===== src/rtl/nn_neuron_seq_if.sv =====
// Control, data and status bundle for the sequential neuron engine.
// The master drives operands and weight writes; the slave returns results and flags.
interface nn_neuron_seq_if #(
  parameter int WIDTH = 32,
  parameter int NIN   = 4
);
  localparam int AW = $clog2(NIN + 1);

  logic                   enable;
  logic                   relu_en;
  logic [NIN*WIDTH-1:0]   in_data;
  logic                   w_we;
  logic [AW-1:0]          w_addr;
  logic [WIDTH-1:0]       w_data;
  logic [WIDTH-1:0]       final_output;
  logic                   total_ovf;
  logic                   total_zero;
  logic [2:0]             ovf_fsm_stage;
  logic [2:0]             zero_fsm_stage;
  logic                   busy;
  logic                   done;

  modport master (
    output enable, relu_en, in_data, w_we, w_addr, w_data,
    input  final_output, total_ovf, total_zero, ovf_fsm_stage, zero_fsm_stage, busy, done
  );

  modport slave (
    input  enable, relu_en, in_data, w_we, w_addr, w_data,
    output final_output, total_ovf, total_zero, ovf_fsm_stage, zero_fsm_stage, busy, done
  );
endinterface


===== src/rtl/nn_neuron_seq.sv =====
// Sequential neuron: one signed multiply-accumulate per cycle over NIN inputs,
// then bias add, optional ReLU, with sticky overflow and zero-stage diagnostics.
module nn_neuron_seq #(
  parameter int WIDTH = 32,
  parameter int NIN   = 4,
  parameter int FRAC  = 0
) (
  input  logic           clk,
  input  logic           reset,
  nn_neuron_seq_if.slave bus
);
  localparam int AW = $clog2(NIN + 1);

  typedef enum logic [2:0] {
    ST_DEACT = 3'b000,
    ST_LOAD  = 3'b001,
    ST_MAC   = 3'b010,
    ST_BIAS  = 3'b011,
    ST_ACT   = 3'b100,
    ST_OUT   = 3'b101,
    ST_IDLE  = 3'b110
  } state_t;

  state_t                  r_state;
  logic signed [WIDTH-1:0] r_in [NIN];
  logic signed [WIDTH-1:0] r_w  [NIN];
  logic signed [WIDTH-1:0] r_bias;
  logic signed [WIDTH-1:0] r_acc;
  logic signed [WIDTH-1:0] r_final;
  logic [AW-1:0]           r_idx;
  logic                    r_relu;
  logic                    r_ovf;
  logic                    r_zero;
  logic [2:0]              r_ovf_stage;
  logic [2:0]              r_zero_stage;
  logic                    r_busy;
  logic                    r_done;

  logic signed [WIDTH-1:0]   w_x;
  logic signed [WIDTH-1:0]   w_wt;
  logic signed [2*WIDTH-1:0] w_prod;
  logic signed [2*WIDTH-1:0] w_shift;
  logic signed [WIDTH-1:0]   w_s;
  logic signed [WIDTH-1:0]   w_mac_sum;
  logic signed [WIDTH-1:0]   w_bias_sum;
  logic signed [WIDTH-1:0]   w_act;
  logic                      w_mac_ovf;
  logic                      w_bias_ovf;
  logic                      w_cfg_ok;

  function automatic logic prod_fits(input logic signed [2*WIDTH-1:0] v);
    return v[2*WIDTH-1:WIDTH-1] == {(WIDTH+1){v[WIDTH-1]}};
  endfunction

  function automatic logic add_ovf(input logic signed [WIDTH-1:0] a,
                                   input logic signed [WIDTH-1:0] b,
                                   input logic signed [WIDTH-1:0] s);
    return (a[WIDTH-1] == b[WIDTH-1]) && (s[WIDTH-1] != a[WIDTH-1]);
  endfunction

  always_comb begin
    w_x  = '0;
    w_wt = '0;
    for (int k = 0; k < NIN; k++) begin
      if (r_idx == AW'(k)) begin
        w_x  = r_in[k];
        w_wt = r_w[k];
      end
    end
  end

  // Operands are sign-extended to full width so the product never wraps.
  assign w_prod     = $signed({{WIDTH{w_x[WIDTH-1]}}, w_x}) * $signed({{WIDTH{w_wt[WIDTH-1]}}, w_wt});
  assign w_shift    = w_prod >>> FRAC;
  assign w_s        = w_shift[WIDTH-1:0];
  assign w_mac_sum  = r_acc + w_s;
  assign w_bias_sum = r_acc + r_bias;
  assign w_mac_ovf  = !prod_fits(w_shift) || add_ovf(r_acc, w_s, w_mac_sum);
  assign w_bias_ovf = add_ovf(r_acc, r_bias, w_bias_sum);
  assign w_act      = (r_relu && r_acc[WIDTH-1]) ? '0 : r_acc;
  assign w_cfg_ok   = (r_state == ST_DEACT) || (r_state == ST_IDLE);

  always_ff @(posedge clk) begin
    if (reset) begin
      r_state      <= ST_DEACT;
      r_bias       <= '0;
      r_acc        <= '0;
      r_final      <= '0;
      r_idx        <= '0;
      r_relu       <= 1'b0;
      r_ovf        <= 1'b0;
      r_zero       <= 1'b0;
      r_ovf_stage  <= 3'b000;
      r_zero_stage <= 3'b000;
      r_busy       <= 1'b0;
      r_done       <= 1'b0;
      for (int k = 0; k < NIN; k++) begin
        r_in[k] <= '0;
        r_w[k]  <= '0;
      end
    end else begin
      r_done <= 1'b0;
      // Writes land before LOAD reads the weights, so a same-cycle enable sees them.
      if (w_cfg_ok && bus.w_we) begin
        for (int k = 0; k < NIN; k++) begin
          if (bus.w_addr == AW'(k)) r_w[k] <= bus.w_data;
        end
        if (bus.w_addr == AW'(NIN)) r_bias <= bus.w_data;
      end
      case (r_state)
        ST_DEACT, ST_IDLE: begin
          if (bus.enable) begin
            r_state      <= ST_LOAD;
            r_relu       <= bus.relu_en;
            r_acc        <= '0;
            r_idx        <= '0;
            r_ovf        <= 1'b0;
            r_zero       <= 1'b0;
            r_ovf_stage  <= 3'b000;
            r_zero_stage <= 3'b000;
            r_final      <= '0;
            r_busy       <= 1'b1;
            for (int k = 0; k < NIN; k++) r_in[k] <= bus.in_data[k*WIDTH +: WIDTH];
          end
        end
        ST_LOAD: begin
          r_state <= ST_MAC;
          r_idx   <= '0;
        end
        ST_MAC, ST_BIAS: begin
          if ((r_state == ST_MAC) ? w_mac_ovf : w_bias_ovf) begin
            r_ovf       <= 1'b1;
            r_ovf_stage <= r_state;
            r_final     <= '1;
            r_zero      <= 1'b0;
            r_state     <= ST_IDLE;
            r_busy      <= 1'b0;
            r_done      <= 1'b1;
          end else if (r_state == ST_MAC) begin
            r_acc <= w_mac_sum;
            if (w_mac_sum == '0 && r_zero_stage == 3'b000) r_zero_stage <= ST_MAC;
            if (r_idx == AW'(NIN - 1)) r_state <= ST_BIAS;
            else                       r_idx   <= r_idx + AW'(1);
          end else begin
            r_acc   <= w_bias_sum;
            if (w_bias_sum == '0 && r_zero_stage == 3'b000) r_zero_stage <= ST_BIAS;
            r_state <= ST_ACT;
          end
        end
        ST_ACT: begin
          r_acc   <= w_act;
          if (w_act == '0 && r_zero_stage == 3'b000) r_zero_stage <= ST_ACT;
          r_state <= ST_OUT;
        end
        ST_OUT: begin
          r_final <= r_acc;
          r_zero  <= (r_acc == '0);
          r_state <= ST_IDLE;
          r_busy  <= 1'b0;
          r_done  <= 1'b1;
        end
        default: r_state <= ST_DEACT;
      endcase
    end
  end

  assign bus.final_output   = r_final;
  assign bus.total_ovf      = r_ovf;
  assign bus.total_zero     = r_zero;
  assign bus.ovf_fsm_stage  = r_ovf_stage;
  assign bus.zero_fsm_stage = r_zero_stage;
  assign bus.busy           = r_busy;
  assign bus.done           = r_done;
endmodule


===== src/flat_wrapper.sv =====
// flat-port wrapper written by rule: the top's interface ports become plain ports
module nn_neuron_seq_flat 
#(
  parameter int WIDTH = 32,
  parameter int NIN   = 4,
  parameter int FRAC  = 0
)
  (clk, reset, bus_enable, bus_relu_en, bus_in_data, bus_w_we, bus_w_addr, bus_w_data, bus_final_output, bus_total_ovf, bus_total_zero, bus_ovf_fsm_stage, bus_zero_fsm_stage, bus_busy, bus_done);
  nn_neuron_seq_if #(.WIDTH(WIDTH), .NIN(NIN)) bus_i ();
  input  logic clk;
  input  logic reset;
  input wire logic [$bits(bus_i.enable)-1:0] bus_enable;
  input wire logic [$bits(bus_i.relu_en)-1:0] bus_relu_en;
  input wire logic [$bits(bus_i.in_data)-1:0] bus_in_data;
  input wire logic [$bits(bus_i.w_we)-1:0] bus_w_we;
  input wire logic [$bits(bus_i.w_addr)-1:0] bus_w_addr;
  input wire logic [$bits(bus_i.w_data)-1:0] bus_w_data;
  output wire logic [$bits(bus_i.final_output)-1:0] bus_final_output;
  output wire logic [$bits(bus_i.total_ovf)-1:0] bus_total_ovf;
  output wire logic [$bits(bus_i.total_zero)-1:0] bus_total_zero;
  output wire logic [$bits(bus_i.ovf_fsm_stage)-1:0] bus_ovf_fsm_stage;
  output wire logic [$bits(bus_i.zero_fsm_stage)-1:0] bus_zero_fsm_stage;
  output wire logic [$bits(bus_i.busy)-1:0] bus_busy;
  output wire logic [$bits(bus_i.done)-1:0] bus_done;
  assign bus_i.enable = bus_enable;
  assign bus_i.relu_en = bus_relu_en;
  assign bus_i.in_data = bus_in_data;
  assign bus_i.w_we = bus_w_we;
  assign bus_i.w_addr = bus_w_addr;
  assign bus_i.w_data = bus_w_data;
  assign bus_final_output = bus_i.final_output;
  assign bus_total_ovf = bus_i.total_ovf;
  assign bus_total_zero = bus_i.total_zero;
  assign bus_ovf_fsm_stage = bus_i.ovf_fsm_stage;
  assign bus_zero_fsm_stage = bus_i.zero_fsm_stage;
  assign bus_busy = bus_i.busy;
  assign bus_done = bus_i.done;
  nn_neuron_seq #(.WIDTH(WIDTH), .NIN(NIN), .FRAC(FRAC)) u_core (.clk(clk), .reset(reset), .bus(bus_i));
endmodule

===== config.mk =====
export PLATFORM = sky130hd
export DESIGN_NAME = nn_neuron_seq_flat
export DESIGN_NICKNAME = d
export VERILOG_FILES = /design/src/rtl/nn_neuron_seq_if.sv /design/src/rtl/nn_neuron_seq.sv /design/src/flat_wrapper.sv
export SDC_FILE = /design/constraint.sdc
export NUM_CORES = 2
export LEC_CHECK = 0
export ABC_CLOCK_PERIOD_IN_PS = 9800
export BUFFER_PORTS_ARGS = -buffer_cell sky130_fd_sc_hd__buf_4
export CAP_MARGIN = 20
export CELL_PAD_IN_SITES_DETAIL_PLACEMENT = 1
export CELL_PAD_IN_SITES_GLOBAL_PLACEMENT = 1
export CORE_MARGIN = 3
export CORE_UTILIZATION = 46
export DETAILED_ROUTE_END_ITERATION = 10
export PLACE_DENSITY = 0.89
export SYNTH_ARGS = -nofsm -noshare
export SYNTH_HDL_FRONTEND = slang
export SYNTH_SLANG_ARGS = --single-unit

===== constraint.sdc =====
create_clock -name clk -period 9.8 [get_ports clk]
set_clock_uncertainty 0.1 [all_clocks]
set_input_delay 1.47 -clock clk [delete_from_list [all_inputs] [get_ports clk]]
set_output_delay 1.47 -clock clk [all_outputs]
set_load 0.02 [all_outputs]

==> metrics, run 1 <==
failing step 5_1_grt; Mapped Cells 5,861; first-pass GRT wire length 672,000 um; Synth cell types 93; number of synthesized flops with an enable pin 256; mapped cell area 55,200 sq um; starting density of the core 46.5%; pre-CTS setup slack -1.65 ns; mean post-synth cell area 9.41 sq um; sequential share of the synthesized area 18.0%; PortBufs 209; Final GP Congestion 1.05; vias in the first global route 79.9k; # clock sinks 369; CTS buffer count 39; H-tree level count 2; Die X 352 um; status stopped before the end; # IOs 210; Net Count, Synth 7,364; gr ovfl total 1,670; Top FF cell, synth edfxtp_1; GRT Util Overall 73.7%; count leader, synth fa_1; Stop Error [ERROR GRT-0116] Global routing finished with congestion. Check the congestion regions in the DRC Viewer.; Root Buffer clkbuf_16; #FFs+latches synth 369; largest net degree at the start of global routing 129; Yosys warning count 0; area post-placement 66,100 sq um; ys async rst share 0%; # hold bufs at CTS 0; worst-case clock buffer depth 3; synth top area cells fa_1 39%, edfxtp_1 14%, ha_1 5.7%, inv_1 5.6%, nor2_1 5.3%; HPWL after DPL 221,000 um; number of core rows 126; most frequent cells after synthesis 1,085 x fa_1, 827 x inv_1, 773 x nor2_1; Synth top area share 39.4%; leading area contributor after synthesis fa_1; die height 352 um
-- what timing repair did --
action / 4_1_cts
endpoints found under the setup margin: 80
setup buffers: 91
gates resized for setup: 463
pin swaps: 141
gates cloned: 9
-- cells by family after synthesis --
group,synth area share (%)
AOI/OAI and AO/OA,10.5
xor gates and xnor gates,1.76
adders and majority gates,45.0
buffers and inverters,7.95
DFF,18.0
muxes,0.535
and+or+nand+nor,16.2
-- through the flow --
stage | cells | setup TNS (ns)
after CTS | 8436 | -99.82
after detailed placement | 8265 | -122.73
after global placement | 8265 | -80.40
after floorplan | 5861 | -3.20
-- per-layer routing --
layer | global-route usage [%] | overflow
met5 | 41.0 | 4
met4 | 73.1 | 499
met3 | 63.9 | 49
met2 | 86.8 | 1075
met1 | 71.8 | 43
==> run 2, diff against run 1 <==
Settings changed: ABC_CLOCK_PERIOD_IN_PS 9800 to 12700, CELL_PAD_IN_SITES_DETAIL_PLACEMENT 1 to not set, CELL_PAD_IN_SITES_GLOBAL_PLACEMENT 1 to not set, CORE_UTILIZATION 46 to 40, PLACE_DENSITY 0.89 to not set, PLACE_DENSITY_LB_ADDON set to 0.15.
Clock period 9.8 ns to 12.7 ns, I/O delays scaled along.
==> run 2 against run 1 <==
Compared with the run above: the run now ends clean; area after synthesis is the same; synthesized cell count is the same.
==> metrics, run 2 <==
die area 142,000 sq um; HPWL after DPL 177,000 um; post-route ant nets 0; wire length per cell 26.7 um; critical path launch point u_core.r_idx[1]; CP endpoint kind register; Rel. slew slack 18.8%; final setup violation count 0; Max Cap Violations 0; PortBufs 209; post-DR vias/cell 5.52; mapped cell area 55,200 sq um; # clock sinks 369; CP most frequent cell fa_1; maximum fanout along the worst path 14; most frequent cells after synthesis 1,085 x fa_1, 827 x inv_1, 773 x nor2_1; Setup TNS 0 ns; sequential share of the synthesized area 18.0%; reg2reg start u_core.r_idx[1]; final cycle utilization of the critical path 97.3%; Top FF cell, synth edfxtp_1; Routed WL 211,000 um; #FFs+latches synth 369; ys async rst share 0%; Worst-Skew Late Latency 0.57 ns; mean post-synth cell area 9.41 sq um; CP required 13.09 ns; GRT Util Overall 30.0%; filler cell count 13.3k; starting density of the core 40.5%; largest net degree at the start of global routing 130; Synth top area share 39.4%; Slew Viols, Final 0; Reg2Reg Depth 45; # hold bufs at CTS 0; H-tree level count 2; Crit Reg-Reg Endpoint u_core.bus.zero_fsm_stage[0]; worst path arrival time 12.75 ns; most frequent cells in the layout 1,085 x fa_1, 826 x inv_1, 771 x nor2_1; DR pass1 iterations 8; CTS buffer count 37; # IOs 210; initial antenna violation count 9; critical path class register to register; number of core rows 135; commonest non-fill, non-tap cell in the layout fa_1; Yosys warning count 0; DRC errors left 0; biggest regs u_core.r_in x128, u_core.r_w x128; Std-Cell Core Area 136,000 sq um; flop-to-flop setup slack 0.34 ns; number of synthesized flops with an enable pin 256; Hold Fails Final Rpt 0; slowest CP cell o21a_1; fmax 80.9 MHz; Final GP Congestion 1.02; nets 7,588; Worst Setup EP u_core.bus.zero_fsm_stage[0]; worst-margin pin slew 1.22 ns; Synth cell types 93; area grow syn2layout 11.9%; drt initial violations 3,809; min cycle time layout 12.36 ns; worst-case clock buffer depth 3; die height 377 um; layout cells sized above 1 11.3%; Net Count, Synth 7,364; Critical Path Max Stage Delay 0.73 ns; vias in the first global route 46.0k; leading area contributor after synthesis fa_1; Min-Delay Path Class register to register; CTS tree done; Mapped Cells 5,861; first-pass GRT wire length 313,000 um; Root Buffer clkbuf_16; synth top area cells fa_1 39%, edfxtp_1 14%, ha_1 5.7%, inv_1 5.6%, nor2_1 5.3%; Vias 43.6k; kind of start point of the critical path register; gr ovfl total 0; RSZ-0062 raised after global routing no; Die X 377 um; status finished, final reports clean; Clock transition at path regs 0.07 ns; count leader, synth fa_1
-- run 2: cell counts after synthesis --
No cell type changed its count.
-- run 2: worst max-delay path, delay by kind of cell, from the launching register on --
kind | cells | cell delay [ns]
fa+ha+maj | 11 | 4.60
buf+inv | 11 | 1.47
xor+xnor | 1 | 0.20
flops | 1 | 0.39
compound gates | 14 | 3.64
simple gates | 7 | 1.70
mux | 1 | 0.15
-- run 2: per-layer routing --
layer	up-vias	wire, um	track usage (%)
met4	4	10900	11.7
met3	352	15900	5.13
met2	1740	97400	48.9
met1	22400	86500	39.9
met5	-	27	0
li1	19100	-	-
-- run 2: cell families (layout without fill, tap and decap cells) --
kind of cell | count (synthesis) | in the layout | synth area share [%]
AO/OA/AOI/OAI | 851 | 851 | 10.5
XOR/XNOR | 111 | 111 | 1.76
adder cells (fa/ha/maj) | 1335 | 1335 | 45.0
buffers and inverters | 1155 | 1405 | 7.95
flip-flops | 369 | 369 | 18.0
multiplexers | 29 | 29 | 0.535
other | 0 | 4 | 0
AND/OR/NAND/NOR | 2011 | 2012 | 16.2
-- run 2: final cells by class --
type | instances | area, sq um | area share, %
Clock buffer | 45 | 998 | 1.62
Sequential cell | 369 | 9950 | 16.1
Tap cell | 1781 | 2230 | 3.61
Inverter | 828 | 3110 | 5.04
Timing Repair Buffer | 511 | 4110 | 6.66
Multi-Input combinational cell | 4338 | 41100 | 66.6
Antenna cell | 4 | 10.0 | 0.0162
Clock inverter | 21 | 219 | 0.355
-- run 2: per-stage QoR --
step                      setup WS [ns]  area [sq um]  hold slack [ns]  std cells  util [%]
final                             0.340         61700            0.368       7897      45.3
after global routing           0.000592         61700            0.396       7893      45.3
after CTS                         0.173         61600            0.366       7887      45.3
after detailed placement          0.257         60400            0.356       7821      44.4
after global placement            0.100         60300            0.355       7819      44.3
after floorplan                    1.93         55200            0.340       5861         -
-- run 2: worst min-delay path by stage --
stage / start / end / slack, ns / cells past startpoint
final: u_core.r_bias[13] / u_core.r_bias[13] / 0.37 / 2
after global routing: u_core.r_bias[12] / u_core.r_bias[12] / 0.40 / 2
after CTS: u_core.r_bias[4] / u_core.r_bias[4] / 0.37 / 2
after detailed placement: u_core.r_bias[4] / u_core.r_bias[4] / 0.36 / 2
after global placement: u_core.r_bias[4] / u_core.r_bias[4] / 0.35 / 2
after floorplan: u_core.r_bias[0] / u_core.r_bias[0] / 0.34 / 2
-- run 2: timing repair --
action / in CTS / in global routing
buffers inserted: 0 / 5
gates resized for setup: 0 / 20
setup endpoints to repair: 0 / 3
Power of run 2 is not shown: default switching activity piles up to over one toggle a cycle in this logic, so the estimate is an artifact.
